**config.mk**
```make
export PLATFORM = sky130hd
export DESIGN_NAME = control_sequencer
export DESIGN_NICKNAME = d
export VERILOG_FILES = /design/src/rtl/cs_pkg.sv /design/src/rtl/instr_decoder.sv /design/src/rtl/control_sequencer.sv
export SDC_FILE = /design/constraint.sdc
export NUM_CORES = 1
export LEC_CHECK = 0
export CAP_MARGIN = 20
export CORE_UTILIZATION = 49
export CTS_BUF_LIST = sky130_fd_sc_hd__clkbuf_4 sky130_fd_sc_hd__clkbuf_8
export DETAILED_ROUTE_END_ITERATION = 8
export HOLD_SLACK_MARGIN = 0.03
export PLACE_DENSITY = 0.88
export REMOVE_ABC_BUFFERS = 1
export SLEW_MARGIN = 40
export SYNTH_ARGS = -nofsm -noshare
export SYNTH_HDL_FRONTEND = slang
export SYNTH_SLANG_ARGS = --single-unit
```
**constraint.sdc**
```tcl
create_clock -name clk -period 9.6 [get_ports clk]
set_input_delay 1.92 -clock clk [delete_from_list [all_inputs] [get_ports clk]]
set_output_delay 1.92 -clock clk [all_outputs]
set_load 0.005 [all_outputs]
```
**src/rtl/cs_pkg.sv**
```systemverilog
// Shared encodings for the DataPath control sequencer: opcodes, sub-ops,
// ALU codes, FSM state / fault encodings and the decoded strobe bundle.
package cs_pkg;

  localparam logic [2:0] OP_MEM    = 3'b100;
  localparam logic [2:0] OP_BRANCH = 3'b101;
  localparam logic [2:0] OP_SHIFT  = 3'b110;
  localparam logic [2:0] OP_JUMP   = 3'b111;

  localparam logic [1:0] SUB_LW   = 2'b00;
  localparam logic [1:0] SUB_SW   = 2'b01;
  localparam logic [1:0] SUB_BZ   = 2'b00;
  localparam logic [1:0] SUB_BNZ  = 2'b01;
  localparam logic [1:0] SUB_BC   = 2'b10;
  localparam logic [1:0] SUB_BNC  = 2'b11;
  localparam logic [1:0] SUB_JMP  = 2'b00;
  localparam logic [1:0] SUB_JSR  = 2'b01;
  localparam logic [1:0] SUB_RET  = 2'b10;
  localparam logic [1:0] SUB_HALT = 2'b11;

  localparam logic [2:0] ALU_ADD = 3'b000;
  localparam logic [2:0] ALU_ADC = 3'b001;
  localparam logic [2:0] ALU_SBC = 3'b011;

  localparam logic [1:0] PC_INC   = 2'b00;
  localparam logic [1:0] PC_REL   = 2'b01;
  localparam logic [1:0] PC_ABS   = 2'b10;
  localparam logic [1:0] PC_STACK = 2'b11;

  localparam logic [1:0] WB_SHIFT = 2'b01;
  localparam logic [1:0] WB_MEM   = 2'b10;

  typedef enum logic [1:0] {
    ST_IDLE  = 2'b00,
    ST_RUN   = 2'b01,
    ST_STEP  = 2'b10,
    ST_FAULT = 2'b11
  } state_t;

  typedef enum logic [1:0] {
    FLT_NONE      = 2'b00,
    FLT_OVERFLOW  = 2'b01,
    FLT_UNDERFLOW = 2'b10,
    FLT_ILLEGAL   = 2'b11
  } fault_t;

  typedef struct packed {
    logic       mem_write;
    logic       reg_write;
    logic       push;
    logic       pop;
    logic       alu_use_carry;
    logic       alu_in_mux;
    logic       reg_b_mux;
    logic       select_c;
    logic       select_z;
    logic       write_c;
    logic       write_z;
    logic [2:0] alu_op;
    logic [1:0] pc_mux;
    logic [1:0] reg_write_mux;
  } strobes_t;

endpackage

```
**src/rtl/instr_decoder.sv**
```systemverilog
// Purely combinational decode of the 19-bit instruction word (plus C/Z for
// branches) into the ungated DataPath strobe bundle, HALT and illegal flags.
module instr_decoder
  import cs_pkg::*;
(
  input  logic [18:0] instruction,
  input  logic        c_flag,
  input  logic        z_flag,
  output strobes_t    strobes,
  output logic        halt,
  output logic        illegal
);

  logic [2:0] op;
  logic [1:0] sub;
  logic       taken;
  logic       unused_operand;

  assign op  = instruction[18:16];
  assign sub = instruction[15:14];

  // Register/immediate fields are consumed by the DataPath, not here.
  assign unused_operand = ^instruction[13:0];

  always_comb begin
    // NOTE: every output gets a default first so no path leaves it unassigned,
    // which would otherwise infer a latch.
    strobes = '0;
    halt    = 1'b0;
    illegal = 1'b0;
    taken   = 1'b0;
    case (op)
      3'b000, 3'b001, 3'b010, 3'b011: begin
        strobes.alu_op        = instruction[16:14];
        strobes.alu_in_mux    = op[1];
        strobes.reg_write     = 1'b1;
        strobes.write_c       = 1'b1;
        strobes.write_z       = 1'b1;
        strobes.alu_use_carry = (instruction[16:14] == ALU_ADC) ||
                                (instruction[16:14] == ALU_SBC);
      end
      OP_SHIFT: begin
        strobes.reg_write_mux = WB_SHIFT;
        strobes.select_c      = 1'b1;
        strobes.select_z      = 1'b1;
        strobes.write_c       = 1'b1;
        strobes.write_z       = 1'b1;
        strobes.reg_write     = 1'b1;
      end
      OP_MEM: begin
        strobes.alu_op     = ALU_ADD;
        strobes.alu_in_mux = 1'b1;
        case (sub)
          SUB_LW: begin
            strobes.reg_write_mux = WB_MEM;
            strobes.reg_write     = 1'b1;
          end
          SUB_SW: begin
            strobes.reg_b_mux = 1'b1;
            strobes.mem_write = 1'b1;
          end
          default: illegal = 1'b1;
        endcase
      end
      OP_BRANCH: begin
        case (sub)
          SUB_BZ:  taken = z_flag;
          SUB_BNZ: taken = !z_flag;
          SUB_BC:  taken = c_flag;
          SUB_BNC: taken = !c_flag;
          default: taken = 1'b0;
        endcase
        strobes.pc_mux = taken ? PC_REL : PC_INC;
      end
      OP_JUMP: begin
        case (sub)
          SUB_JMP: strobes.pc_mux = PC_ABS;
          SUB_JSR: begin
            strobes.pc_mux = PC_ABS;
            strobes.push   = 1'b1;
          end
          SUB_RET: begin
            strobes.pc_mux = PC_STACK;
            strobes.pop    = 1'b1;
          end
          default: halt = 1'b1;
        endcase
      end
      default: ;
    endcase
  end

endmodule

```
**src/rtl/control_sequencer.sv**
```systemverilog
// Run/step/halt FSM, call-stack depth trap and retired-instruction counter
// around the combinational instruction decoder, with output gating.
module control_sequencer
  import cs_pkg::*;
#(
  parameter int STACK_DEPTH = 8,
  parameter int RET_W       = 16
) (
  input  logic             clk,
  input  logic             reset,
  input  logic [18:0]      instruction,
  input  logic             C,
  input  logic             Z,
  input  logic             run,
  input  logic             step,
  output logic             mem_write,
  output logic             reg_write,
  output logic             push,
  output logic             pop,
  output logic             alu_use_carry,
  output logic             alu_in_mux,
  output logic             reg_B_mux,
  output logic             select_c,
  output logic             select_z,
  output logic             write_c,
  output logic             write_z,
  output logic [2:0]       alu_op,
  output logic [1:0]       pc_mux,
  output logic [1:0]       reg_write_mux,
  output logic             pc_en,
  output logic [1:0]       state,
  output logic [1:0]       fault,
  output logic [RET_W-1:0] retired
);

  localparam int DEPTH_W = $clog2(STACK_DEPTH + 1);

  strobes_t           dec;
  logic               halt;
  logic               illegal;
  state_t             state_q;
  fault_t             fault_q;
  fault_t             trap_code;
  logic [DEPTH_W-1:0] depth;
  logic               exec;
  logic               trap_ovf;
  logic               trap_unf;
  logic               trap;
  logic               commit;
  logic               retire;

  instr_decoder u_decoder (
    .instruction (instruction),
    .c_flag      (C),
    .z_flag      (Z),
    .strobes     (dec),
    .halt        (halt),
    .illegal     (illegal)
  );

  // Reset also masks the outputs so a STEP cycle hit by reset never writes.
  assign exec     = !reset && (state_q == ST_RUN || state_q == ST_STEP);
  assign trap_ovf = dec.push && (depth == DEPTH_W'(STACK_DEPTH));
  assign trap_unf = dec.pop && (depth == '0);
  assign trap     = illegal || trap_ovf || trap_unf;
  assign commit   = exec && !trap && !halt;
  assign retire   = exec && !trap;

  assign trap_code = illegal  ? FLT_ILLEGAL  :
                     trap_ovf ? FLT_OVERFLOW : FLT_UNDERFLOW;

  assign mem_write     = commit && dec.mem_write;
  assign reg_write     = commit && dec.reg_write;
  assign push          = commit && dec.push;
  assign pop           = commit && dec.pop;
  assign write_c       = commit && dec.write_c;
  assign write_z       = commit && dec.write_z;
  assign pc_en         = commit;
  assign alu_use_carry = exec && dec.alu_use_carry;
  assign alu_in_mux    = exec && dec.alu_in_mux;
  assign reg_B_mux     = exec && dec.reg_b_mux;
  assign select_c      = exec && dec.select_c;
  assign select_z      = exec && dec.select_z;
  assign alu_op        = exec ? dec.alu_op        : 3'b000;
  assign pc_mux        = exec ? dec.pc_mux        : 2'b00;
  assign reg_write_mux = exec ? dec.reg_write_mux : 2'b00;

  assign state = state_q;
  assign fault = fault_q;

  // NOTE: sequential state uses non-blocking assignments so every register
  // samples the pre-edge values regardless of statement order.
  always_ff @(posedge clk) begin
    if (reset) begin
      state_q <= ST_IDLE;
      fault_q <= FLT_NONE;
      depth   <= '0;
      retired <= '0;
    end else begin
      if (push)
        depth <= depth + 1'b1;
      else if (pop)
        depth <= depth - 1'b1;

      if (retire)
        retired <= retired + 1'b1;

      case (state_q)
        ST_IDLE: begin
          if (step)
            state_q <= ST_STEP;
          else if (run)
            state_q <= ST_RUN;
        end
        ST_RUN: begin
          if (halt) begin
            state_q <= ST_IDLE;
          end else if (trap) begin
            state_q <= ST_FAULT;
            fault_q <= trap_code;
          end else if (!run) begin
            state_q <= ST_IDLE;
          end
        end
        ST_STEP: begin
          if (trap) begin
            state_q <= ST_FAULT;
            fault_q <= trap_code;
          end else begin
            state_q <= ST_IDLE;
          end
        end
        default: state_q <= ST_FAULT;
      endcase
    end
  end

endmodule
```
* Yosys cells after proc, flatten, opt, wreduce, memory -nomap -nowiden *
Cells that the tools add are included.

word-level totals
  register bits after elaboration = 24
  word-level logic and storage cells = 101

cells by class
  add/sub/neg operators = 3
  eq/ne operators = 18
  mux-type cells = 39
  reductions and logical operators = 37

operators with widths
  cell                                                                   number
  2-bit 2-to-1 mux                                                       16
  16-bit by 1-bit adder with 16-bit output, second input constant        1
  1-bit logical AND                                                      16
  2-bit one-hot mux with 2 select lines                                  4
  3-bit equality test, second input constant                             4
  1-bit 2-to-1 mux                                                       11
  3-bit by 2-bit equality test with 1-bit output, second input constant  3
  4-bit 2-to-1 mux                                                       2
  2-bit equality test, second input constant                             3
  3-bit by 1-bit equality test with 1-bit output, second input constant  2
  3-bit 2-to-1 mux                                                       2
  2-bit one-hot mux with 3 select lines                                  1
  1-bit logical NOT                                                      5
  5-bit OR reduction                                                     1
  4-bit by 1-bit adder with 4-bit output, second input constant          1
  2-bit by 1-bit equality test with 1-bit output, second input constant  2
  4-bit equality test, second input constant                             1
  2-bit logical NOT                                                      2
  4-bit logical NOT                                                      1
  1-bit logical OR                                                       4
  4-bit != test, second input constant                                   1
  1-bit one-hot mux with 2 select lines                                  2
  1-bit one-hot mux with 4 select lines                                  1
  2-bit AND reduction                                                    2
  other kinds (8)                                                        9

* Depth between registers and ports, before layout *
  depth after elaboration = 12
  depth in mapped cells = 11
  gate-level depth less buffers = 10

* Modules after synthesis *
Synthesis repeated with hierarchy kept, for this count alone.

unflattened totals
  cell total of the unflattened synthesis = 212
  area total of the unflattened synthesis = 1739.2 um^2

by module, submodules not included
  module             times used  cells each  area each (um^2)  seq. area each (um^2)
  control_sequencer  1           177         1537.7            480.5
  instr_decoder      1           35          201.4             0.0

* Worst setup path before layout *
OpenSTA, ideal clock, no wires.

  kind = input to output
  start = input instruction[18]
  end = output push
  arrival time = 3.151 ns
  path slack = 4.529 ns
  stages = 6
  cell sequence = buf_2 inv_1 or3_1 buf_2 or3_1 inv_1

between the ends
  longest elaborated chain between the ends = 9

ends and longest elaborated chain
  item                             RTL line                 text
  from (decl)                      control_sequencer.sv:11  input logic [18:0] instruction,
  3-bit equality test              instr_decoder.sv:32      case (op)
  2-bit 2-to-1 mux                 instr_decoder.sv:32
  1-bit logical AND                control_sequencer.sv:63  assign trap_ovf = dec.push && (depth == DEPTH_W'(STACK_DEPTH));
  1-bit logical OR (2 in series)   control_sequencer.sv:65  assign trap = illegal || trap_ovf || trap_unf;
  1-bit logical NOT                control_sequencer.sv:66  assign commit = exec && !trap && !halt;
  1-bit logical AND (2 in series)  control_sequencer.sv:66
  1-bit logical AND *              control_sequencer.sv:74  assign push = commit && dec.push;
  to (decl)                        control_sequencer.sv:18  output logic push,

Every way passes the cells marked *; elsewhere a longest branch is shown, timed or not.

* Worst setup path after layout *
  start = input reset
  end = output push

between the ends
  longest elaborated chain between the ends = 5

ends and longest elaborated chain
  item                             RTL line                 text
  from (decl)                      control_sequencer.sv:10  input logic reset,
  1-bit logical NOT                control_sequencer.sv:62  assign exec = !reset && (state_q == ST_RUN || state_q == ST_STEP);
  1-bit logical AND                control_sequencer.sv:62
  1-bit logical AND (2 in series)  control_sequencer.sv:66
  1-bit logical AND                control_sequencer.sv:74

No other way between the ends.

==> impl_metrics.ini <==
[timing]
post-route-period-util_pct = 67.55
slew_headroom_pct = 52.15
skew_ns = 0.001734
rsz0062_at_grt = false
maxSlewViolCount = 0
timing.fmax_mhz = 154.2
worst_slack_ns = 3.115
min_period_ns = 6.485
finalSetupViolations = 0
hold_viol = 0
tightest_slew_ns = 0.7155
setup_tns_ns = 0

[grt]
overflow = 0
grt_first_pass_wirelength_mm = 6.279
grt_pass1_vias = 1372
grt_usage_pct = 22.45
grt_max_degree = 36
antenna_found_initial = 0

[critical_path]
path_cells = clkdlybuf4s50_1, nand2b_1, or3_1, or3_1, inv_1, clkdlybuf4s50_1
worstPathRequired_ns = 7.68
reg2reg_slack_ns = 6.26
arrival_ns = 4.56
startpoint_type = input port
crit_path_end_kind = primary output
r2r-start = state[0]
crit_path_max_incr_delay_ns = 0.77
crit_type = input port to primary output
crit_path_top_delay_cell = clkdlybuf4s50_1
cp_max_fo = 20
timing.critical_path.buf_inv = 3
reg2reg_depth = 10
crit_family = buffers and inverters
r2r-end = depth[3]

[yosys]
synth_top_area_share_pct = 29.20
ys.flop_type = dfxtp_1
ys_seq_area_share_pct = 29.20
ys_ff_latch = 24
synthCells = 197
syn_area_sq_um = 1645
synth_top_area_cell = dfxtp_1
synthDistinctLibCells = 46
ys_warn_count = 0
synth_edf_count = 0
synthTopCellsByArea = dfxtp_1 29%, ha_1 5.3%, a21oi_1 4.3%, mux2i_1 4.3%, or4_1 4.1%
async_flop_share_pct = 0
syn_area_per_cell_sq_um = 8.352

[final_layout]
layout_commonest_cell = clkdlybuf4s50_1
mostFrequentLayoutCells = 49 x clkdlybuf4s50_1, 24 x dfxtp_1, 17 x nand2_1, 14 x a21oi_1, 10 x nor2_1
post-route-util_pct = 68.36
drive_gt1_share_pct = 4.255
antenna_cells = 0
nNetsFinal = 269
areaGrowthSynthToFinish_pct = 29.96

[routing]
ant_nets = 0
first_pass_iters = 4
topRoutingLayerUsed = met3
wl_met1_mm = 1.864
routed_wl_mm = 3.926
drc_errors = 0
num_vias = 1614
first_iter_violations = 88
viasPerCell = 5.785
met2_length_mm = 1.931
wl_per_cell_um = 14.07
met3_length_um = 130

[clock_network]
cts.repair.resized = 0
post_cts_buffers = 0
clock_latency_ns = 0.32
htree_levels = 1
clk_path_buf_depth = 2
cts_sinks = 24
cts_tree = built
root_buffer = clkbuf_4
hold_buffers = 0
cts_made_buffers = 3
path_clk_slew_ns = 0.13

[power_and_ir_drop]
p_per_area_nw_per_um2 = 132.2
peakVddDrop_uv = 103.1
p_leak_nw = 0.7737

[place]
dp_hpwl_mm = 2.863
place_ws_ns = 3.130
placement.io_buffers = 49
globalplace.congestion = 0.7826

[floorplanning]
core_area_sq_um = 3128
ios = 64
rows = 20
die_area_sq_um = 3593
die_w_um = 59.95
chipHeight_um = 59.95
start_util_pct = 52.60

[min_path]
hold_path_class = flip-flop to flip-flop
hold_start = fault[1]
min_path_cells = 2
min_to = fault[1]

[run_status]
status = finished, final reports clean

[job]
drv_cap = 0
routing by layer:
layer,vias to the layer above,global-route usage [%]
met5,-,0
met2,28,41.11
li1,829,-
met1,757,28.23
met4,0,0.6645
met3,0,4.762
cells in the mapped netlist, types with 4 or more instances:
cell and count:
mux2i_1 7, o41ai_1 4, nor2_1 10, dfxtp_1 24
o31ai_1 8, or4_1 9, nand2_1 17, nor3_1 5
and3_1 5, buf_2 8, a21oi_1 14, nand2b_1 5
ha_1 7, o311ai_0 5, nand4_1 5, nor2b_1 5
inv_1 8, nand3_1 8
cells by family after synthesis:
logic type	synth area share, %
simple gates	30.57
compound gates	19.62
flops	29.20
buf+inv	7.224
mux	6.312
fa+ha+maj	6.540
xor+xnor	0.5324
how the worst max path moves through the flow:
stage          slack [ns]  endpoint             from  cells past startpoint
4_1_cts              3.13      push            reset                      6
3_3_place_gp         3.15      push            reset                      6
3_5_place_dp         3.13      push            reset                      6
6_report             3.12      push            reset                      6
2_1_floorplan        4.62      push  instruction[15]                      4
5_1_grt              2.96      push            reset                      6
tightest hold or removal path: stages, from the launching register on:
cell and delay (ns):
dfxtp_1 0.34, nand2_1 0.06, mux2i_1 0.05
stage by stage:
stage	total power, W	instance area (sq um)	hold WS (ns)	cells
floorplan	0.0001736	1556	0.4544	182
global placement	0.0002267	2102	0.4631	275
detailed placement	0.0002297	2102	0.4703	275
CTS	0.0002834	2138	0.4885	279
global route	0.0002989	2138	0.5120	279
finish	0.0002828	2138	0.4847	279
power by group:
part           switching, W  internal (W)  leakage, nW
sequential        0.0000110      0.000109        0.194
combinational     0.0000501     0.0000588        0.559
clock             0.0000308     0.0000232       0.0210
registers in the layout, indices dropped and copies added (netlist names):
register and flops:
state 2, retired 16, fault 2, depth 4
layout make-up:
cell class / instances / area [sq um]
Clock buffer: 4 / 36.28
Multi-Input combinational cell: 150 / 1046
Timing Repair Buffer: 49 / 490.5
Sequential cell: 24 / 480.5
Fill cell: 255 / 989.7
Inverter: 8 / 30.03
Tap cell: 44 / 55.05
No activity file was read; power rests on OpenSTA's default activity.
